[src/rtl/dso_cmd_pkg.sv]
// Shared types and constants for the DSO_dig host command path: receive
// state encoding, command opcodes, response codes and shadow lane helper.
package dso_cmd_pkg;

  typedef enum logic [1:0] {
    WAIT_B1  = 2'd0,
    WAIT_B2  = 2'd1,
    WAIT_B3  = 2'd2,
    CMD_HOLD = 2'd3
  } rx_state_e;

  localparam logic [7:0] DUMP_CH  = 8'h01;
  localparam logic [7:0] CFG_GAIN = 8'h02;
  localparam logic [7:0] TRIG_LVL = 8'h03;
  localparam logic [7:0] TRIG_POS = 8'h04;
  localparam logic [7:0] SET_DEC  = 8'h05;
  localparam logic [7:0] TRIG_CFG = 8'h06;
  localparam logic [7:0] TRIG_RD  = 8'h07;
  localparam logic [7:0] EEP_WRT  = 8'h08;
  localparam logic [7:0] EEP_RD   = 8'h09;

  localparam logic [7:0] RESP_ACK = 8'hA5;
  localparam logic [7:0] RESP_NAK = 8'hEE;

  // Lane 0 is the opcode [23:16], lane 1 is [15:8], lane 2 is [7:0].
  function automatic logic [23:0] put_lane(input logic [23:0] word,
                                           input logic [1:0]  lane,
                                           input logic [7:0]  b);
    logic [23:0] r;
    r = word;
    case (lane)
      2'd0:    r[23:16] = b;
      2'd1:    r[15:8]  = b;
      2'd2:    r[7:0]   = b;
      default: r        = word;
    endcase
    return r;
  endfunction

endpackage

[src/rtl/resp_tx_ctrl.sv]
// Response serialiser: hands one dispatcher byte at a time to the UART
// transmitter and reports completion, masking stale tx_done after a start.
module resp_tx_ctrl (
  input  logic       clk,
  input  logic       rst,
  input  logic [7:0] resp_data,
  input  logic       send_resp,
  input  logic       tx_done,
  output logic       resp_sent,
  output logic       tx_busy,
  output logic [7:0] tx_data,
  output logic       trmt
);

  logic [7:0] tx_data_r, tx_data_nxt_s;
  logic       trmt_r, blank_r, tx_busy_r, tx_busy_nxt_s, resp_sent_r;
  logic       accept_s, done_s;

  assign accept_s = send_resp && !tx_busy_r;
  // tx_done still reflects the previous byte until the UART has seen trmt.
  assign done_s   = tx_busy_r && tx_done && !trmt_r && !blank_r;

  // Next-value logic for the transmit data and busy flag.
  always_comb begin
    tx_data_nxt_s = tx_data_r;
    tx_busy_nxt_s = tx_busy_r;
    if (accept_s) begin
      tx_data_nxt_s = resp_data;
      tx_busy_nxt_s = 1'b1;
    end else if (done_s) begin
      tx_busy_nxt_s = 1'b0;
    end else begin
      tx_busy_nxt_s = tx_busy_r;
    end
  end

  // Response path registers.
  always_ff @(posedge clk) begin
    if (rst) begin
      tx_data_r   <= 8'h00;
      trmt_r      <= 1'b0;
      blank_r     <= 1'b0;
      tx_busy_r   <= 1'b0;
      resp_sent_r <= 1'b0;
    end else begin
      tx_data_r   <= tx_data_nxt_s;
      trmt_r      <= accept_s;
      blank_r     <= trmt_r;
      tx_busy_r   <= tx_busy_nxt_s;
      resp_sent_r <= done_s;
    end
  end

  assign tx_data   = tx_data_r;
  assign trmt      = trmt_r;
  assign tx_busy   = tx_busy_r;
  assign resp_sent = resp_sent_r;

endmodule

[src/rtl/uart_cmd_assembler.sv]
// Assembles three UART bytes into a 24-bit host command held under a
// ready/clear handshake, with inter-byte timeout; forwards responses back.
module uart_cmd_assembler
  import dso_cmd_pkg::*;
#(
  parameter int TIMEOUT_CYC = 65536,
  parameter int CNT_W       = 17
) (
  input  logic        clk,
  input  logic        rst,
  input  logic [7:0]  rx_data,
  input  logic        rx_rdy,
  output logic        clr_rx_rdy,
  output logic [23:0] cmd,
  output logic        cmd_rdy,
  input  logic        clr_cmd_rdy,
  output logic        cmd_timeout,
  input  logic [7:0]  resp_data,
  input  logic        send_resp,
  output logic        resp_sent,
  output logic        tx_busy,
  output logic [7:0]  tx_data,
  output logic        trmt,
  input  logic        tx_done
);

  localparam logic [CNT_W-1:0] CNT_MAX  = CNT_W'(TIMEOUT_CYC - 1);
  localparam logic [CNT_W-1:0] CNT_ONE  = {{(CNT_W-1){1'b0}}, 1'b1};
  localparam logic [CNT_W-1:0] CNT_ZERO = {CNT_W{1'b0}};

  rx_state_e        state_r, state_nxt_s;
  logic [23:0]      shadow_r, shadow_nxt_s;
  logic [23:0]      cmd_r, cmd_nxt_s;
  logic             cmd_rdy_r, cmd_rdy_nxt_s;
  logic             clr_rx_rdy_r, cmd_timeout_r;
  logic [CNT_W-1:0] cnt_r, cnt_nxt_s;
  logic             capture_s, timeout_s;

  // The consume pulse masks rx_rdy so a slowly falling rdy is not re-captured.
  assign capture_s = (state_r != CMD_HOLD) && rx_rdy && !clr_rx_rdy_r;
  assign timeout_s = ((state_r == WAIT_B2) || (state_r == WAIT_B3)) &&
                     (cnt_r == CNT_MAX) && !capture_s;

  // Receive FSM state and registered outputs.
  always_ff @(posedge clk) begin
    if (rst) begin
      state_r       <= WAIT_B1;
      shadow_r      <= 24'h000000;
      cmd_r         <= 24'h000000;
      cmd_rdy_r     <= 1'b0;
      cnt_r         <= CNT_ZERO;
      clr_rx_rdy_r  <= 1'b0;
      cmd_timeout_r <= 1'b0;
    end else begin
      state_r       <= state_nxt_s;
      shadow_r      <= shadow_nxt_s;
      cmd_r         <= cmd_nxt_s;
      cmd_rdy_r     <= cmd_rdy_nxt_s;
      cnt_r         <= cnt_nxt_s;
      clr_rx_rdy_r  <= capture_s;
      cmd_timeout_r <= timeout_s;
    end
  end

  // Receive FSM next-state decode.
  always_comb begin
    state_nxt_s = state_r;
    case (state_r)
      WAIT_B1: begin
        if (capture_s) state_nxt_s = WAIT_B2;
        else           state_nxt_s = WAIT_B1;
      end
      WAIT_B2: begin
        if (capture_s)      state_nxt_s = WAIT_B3;
        else if (timeout_s) state_nxt_s = WAIT_B1;
        else                state_nxt_s = WAIT_B2;
      end
      WAIT_B3: begin
        if (capture_s)      state_nxt_s = CMD_HOLD;
        else if (timeout_s) state_nxt_s = WAIT_B1;
        else                state_nxt_s = WAIT_B3;
      end
      CMD_HOLD: begin
        if (clr_cmd_rdy) state_nxt_s = WAIT_B1;
        else             state_nxt_s = CMD_HOLD;
      end
      default: state_nxt_s = WAIT_B1;
    endcase
  end

  // Shadow lanes, command latch and inter-byte timer per state.
  always_comb begin
    shadow_nxt_s  = shadow_r;
    cmd_nxt_s     = cmd_r;
    cmd_rdy_nxt_s = cmd_rdy_r;
    cnt_nxt_s     = CNT_ZERO;
    case (state_r)
      WAIT_B1: begin
        if (capture_s) shadow_nxt_s = put_lane(shadow_r, 2'd0, rx_data);
        else           shadow_nxt_s = shadow_r;
      end
      WAIT_B2: begin
        if (capture_s)      shadow_nxt_s = put_lane(shadow_r, 2'd1, rx_data);
        else if (timeout_s) shadow_nxt_s = 24'h000000;
        else                cnt_nxt_s    = cnt_r + CNT_ONE;
      end
      WAIT_B3: begin
        if (capture_s) begin
          shadow_nxt_s  = put_lane(shadow_r, 2'd2, rx_data);
          cmd_nxt_s     = put_lane(shadow_r, 2'd2, rx_data);
          cmd_rdy_nxt_s = 1'b1;
        end else if (timeout_s) begin
          shadow_nxt_s = 24'h000000;
        end else begin
          cnt_nxt_s = cnt_r + CNT_ONE;
        end
      end
      CMD_HOLD: begin
        if (clr_cmd_rdy) cmd_rdy_nxt_s = 1'b0;
        else             cmd_rdy_nxt_s = cmd_rdy_r;
      end
      default: shadow_nxt_s = 24'h000000;
    endcase
  end

  assign clr_rx_rdy  = clr_rx_rdy_r;
  assign cmd         = cmd_r;
  assign cmd_rdy     = cmd_rdy_r;
  assign cmd_timeout = cmd_timeout_r;

  resp_tx_ctrl u_resp_tx (
    .clk       (clk),
    .rst       (rst),
    .resp_data (resp_data),
    .send_resp (send_resp),
    .tx_done   (tx_done),
    .resp_sent (resp_sent),
    .tx_busy   (tx_busy),
    .tx_data   (tx_data),
    .trmt      (trmt)
  );

endmodule

[config.mk]
export PLATFORM = sky130hd
export DESIGN_NAME = uart_cmd_assembler
export DESIGN_NICKNAME = d
export VERILOG_FILES = /design/src/rtl/dso_cmd_pkg.sv /design/src/rtl/resp_tx_ctrl.sv /design/src/rtl/uart_cmd_assembler.sv
export SDC_FILE = /design/constraint.sdc
export NUM_CORES = 1
export LEC_CHECK = 0
export CORE_ASPECT_RATIO = 0.8
export CORE_MARGIN = 2
export CORE_UTILIZATION = 28
export DETAILED_ROUTE_END_ITERATION = 12
export PLACE_DENSITY_LB_ADDON = 0.12
export SYNTH_ARGS = -nofsm -noshare
export SYNTH_HDL_FRONTEND = slang
export SYNTH_SLANG_ARGS = --single-unit
[constraint.sdc]
create_clock -name clk -period 2.6 [get_ports clk]
set_clock_uncertainty 0.05 [all_clocks]
set_input_delay 0.26 -clock clk [delete_from_list [all_inputs] [get_ports clk]]
set_output_delay 0.26 -clock clk [all_outputs]
set_load 0.005 [all_outputs]
==> flow_summary_export.csv <==
group,metric,value,unit
finish,area_growth,37.3,%
finish,most_common_cell_after_layout_fill_and_taps_aside,"sky130_fd_sc_hd__nand2_1",
setup_path,r2r_cells,8,
yosys,synthesis.nets,385,
yosys,yosysWarningCount,0,
timing,setup-tns-final,0,ns
timing,setup_violations,0,
setup_path,worstSetupEndpointType,"register",
setup_path,cp_num_buf_inv,1,
floorplanning,pin_count,60,
place,dpl.hpwl,5080,µm
setup_path,cp_cell_sequence,"ha_1 > nand4_1 > nor4b_1 > ha_1 > or3_1 > buf_12 > a2bb2oi_1 > nand2_1",
setup_path,timing.rr.end,"shadow_r[17]",
finish,combined_area_of_the_multi_input_logic_cells,1410,µm²
finish,ff_latch_area,1480,µm²
detailed_routing,route.detailed.drc,0,
setup_path,critical_path_depth,8,
setup_path,crit_required,2.77,ns
floorplanning,floorplan.initialDensity,29.0,%
cts,cts-root-buf,"sky130_fd_sc_hd__clkbuf_16",
global_routing,grtUsageTotal,13.6,%
timing,period_share,84.2,%
cts,cts.repair.resized,0,
global_routing,grt_antenna_before_repair,0,
setup_path,timing.critical_path.slowest_stage_cell,"sky130_fd_sc_hd__nor4b_1",
yosys,post_synth.cell_area_avg,8.43,µm²
yosys,async_reset_ff_share,0,%
cts,clk_sink_count,74,
yosys,synth_edf_count,0,
cts,postCtsSetupBuffers,0,
timing,slew_violations,0,
cts,cts-htree-levels,3,
cts,cts_buffers,9,
global_routing,met2_usage,19.7,%
global_routing,gr-usage-met1,18.1,%
detailed_routing,num_vias,2543,
setup_path,r2r_setup_slack,0.41,ns
global_routing,grt_first_pass_wirelength,12500,µm
place,place.gp.congestion,0.757,
cts,clock_tree.buffer_depth,2,
detailed_routing,routed_wl,7280,µm
timing,slew-limit-headroom,57.9,%
floorplanning,floorplan.die_area,11600,µm²
floorplanning,die-width,120,µm
global_routing,number_of_global_route_vias_before_repair,2496,
yosys,ys_ff_latch,74,
setup_path,worst_setup_path_endpoint,"shadow_r[17]",
yosys,synthDistinctLibCells,40,
setup_path,worst_path_most_repeated_cell,"sky130_fd_sc_hd__ha_1",
timing,final_hold_viol_count,0,
floorplanning,core-area,10400,µm²
yosys,mappedNetlistArea,3010,µm²
setup_path,worst-setup-path-type,"reg2reg",
timing,worst-slew-pin-transition,0.630,ns
yosys,syn_inst,357,
global_routing,global_route.peak_usage_layer,"met2",
cts,cts.clk_slew.worst_paths,0.06,ns
cts,worstSkewPairLatency,0.33,ns
power,p_total,2820,µW
cts,hold_fix_buffers_at_cts,0,
finish,layout-drive-gt1-share,8.71,%
detailed_routing,drt_pre_antenna_iters,4,
detailed_routing,post_drt_via_cell_ratio,4.50,
cts,cts_tree,"yes",
finish,n_antenna_cell,0,
global_routing,groute.layer.met3.usage,6.84,%
power,power.leakage,0.00145,µW
setup_path,worstSetupStartpointType,"register",
timing,fin_crit,2.19,ns
setup_path,path_max_fanout,26,
setup_path,critPathLaunch,"cnt_r[0]",
finish,n_fill_cell,1041,
setup_path,critical_path_arrival,2.36,ns
min_path,hp-class,"in2reg",
detailed_routing,ant_nets,0,
setup_path,cpLargestDelayFamily,"simple AND/OR/NAND/NOR gates",
finish,layout.cells.most_common_list,"91 x sky130_fd_sc_hd__nand2_1, 74 x sky130_fd_sc_hd__dfxtp_1, 58 x sky130_fd_sc_hd__clkdlybuf4s50_1, 40 x sky130_fd_sc_hd__a21oi_1, 23 x sky130_fd_sc_hd__nor2_1",
power,power_density,681,nW/µm²
global_routing,gr-total-overflow,0,
finish,final_layout_net_count,448,
power,irDropWorstVdd,391,µV
detailed_routing,first_iter_violations,85,
floorplanning,placement_rows,33,
outcome,status,"completed",
global_routing,grt_start_max_net_pins,45,
timing,fmaxAchievable,457,MHz
yosys,synth-seq-area-share,49.2,%
detailed_routing,post_drt_wl_per_cell,12.9,µm
timing,rsz0062_at_grt,"no",
place,place.port_buffers,59,
yosys,dominantRegCellSynth,"sky130_fd_sc_hd__dfxtp_1",
setup_path,rr_startpoint,"cnt_r[0]",
setup_path,slowest_delay,0.37,ns
flow_run,max_cap_viol_count,0,
floorplanning,die_y,96.7,µm
## flip-flops by register name (all words and copies together), names as in the netlist
name and count:
u_resp_tx.resp_sent 1, shadow_r 16, cmd_rdy 1, u_resp_tx.trmt 1, cnt_r 17, clr_rx_rdy 1, u_resp_tx.blank_r 1, u_resp_tx.tx_data 8
u_resp_tx.tx_busy 1, state_r 2, cmd 24, cmd_timeout 1
## stage by stage
stage                     hold WS [ns]  util, %  std cells  instance area (µm²)  worst slack, ns
final                            0.189     39.9        565                 4130            0.412
after global routing             0.207     39.9        565                 4130           0.0928
after CTS                        0.187     39.9        565                 4130            0.376
after detailed placement         0.399     36.5        549                 3780            0.390
after global placement           0.392     36.5        549                 3780            0.453
after floorplan                  0.343        -        357                 3010            0.574
## where the power goes
group	switching [µW]	total, µW	leakage, µW	internal, µW
registers	16.6	1180	0.000600	1160
logic	95.6	192	0.000686	96.1
clock network	458	1450	0.000169	990
total	570	2820	0.00145	2250
## routing by layer
layer | vias to the layer above | part of all wire (%)
met3 | 6 | 8.1
met1 | 1145 | 50
met2 | 63 | 41
met4 | 0 | 0.73
li1 | 1329 | -
met5 | - | 0
## cell usage after synthesis (5+ instances only)
master | instances | area, µm²
sky130_fd_sc_hd__a21oi_1 | 40 | 200
sky130_fd_sc_hd__a22o_1 | 8 | 70.1
sky130_fd_sc_hd__a2bb2oi_1 | 8 | 70.1
sky130_fd_sc_hd__clkbuf_1 | 13 | 48.8
sky130_fd_sc_hd__dfxtp_1 | 74 | 1480
sky130_fd_sc_hd__ha_1 | 6 | 75.1
sky130_fd_sc_hd__inv_1 | 7 | 26.3
sky130_fd_sc_hd__nand2_1 | 91 | 342
sky130_fd_sc_hd__nor2_1 | 23 | 86.3
sky130_fd_sc_hd__nor2b_1 | 11 | 68.8
sky130_fd_sc_hd__nor3b_1 | 9 | 67.6
sky130_fd_sc_hd__o21ai_0 | 11 | 55.1
sky130_fd_sc_hd__xnor2_1 | 5 | 43.8
sky130_fd_sc_hd__xor2_1 | 5 | 43.8
## layout make-up
cell class | instances | area share (%)
inverters | 7 | 0.636
clock inverters | 4 | 2.36
clock buffers | 12 | 6.21
repair buffers | 71 | 16.7
multi-input cells | 257 | 34.1
flip-flops and latches | 74 | 35.8
well taps | 140 | 4.24
## logic make-up after synthesis
group,after synthesis,share of synthesized area (%)
multiplexers,2,0.707
AO/OA/AOI/OAI,72,14.5
flip-flops,74,49.2
AND/OR/NAND/NOR,167,26.2
buffers and inverters,26,3.99
XOR/XNOR,10,2.91
adder cells (fa/ha/maj),6,2.49
## worst reg2reg max path, delay by kind of cell, from the launching register on
family / cells / cell delay [ns]
flops: 1 / 0.36
compound gates: 1 / 0.20
fa+ha+maj: 2 / 0.51
simple gates: 4 / 0.77
buf+inv: 1 / 0.18
## how the worst min path moves through the flow
| stage | slack, ns | startpoint | end | depth (start not counted) |
|---|---|---|---|---|
| 6_report | 0.19 | rst | clr_rx_rdy | 2 |
| 4_1_cts | 0.19 | rst | clr_rx_rdy | 2 |
| 3_3_place_gp | 0.39 | cmd[1] | cmd[1] | 2 |
| 5_1_grt | 0.21 | rst | clr_rx_rdy | 2 |
| 3_5_place_dp | 0.40 | cmd[18] | cmd[18] | 2 |
| 2_1_floorplan | 0.34 | rx_data[2] | shadow_r[10] | 1 |
No activity file was read; power rests on OpenSTA's default activity.
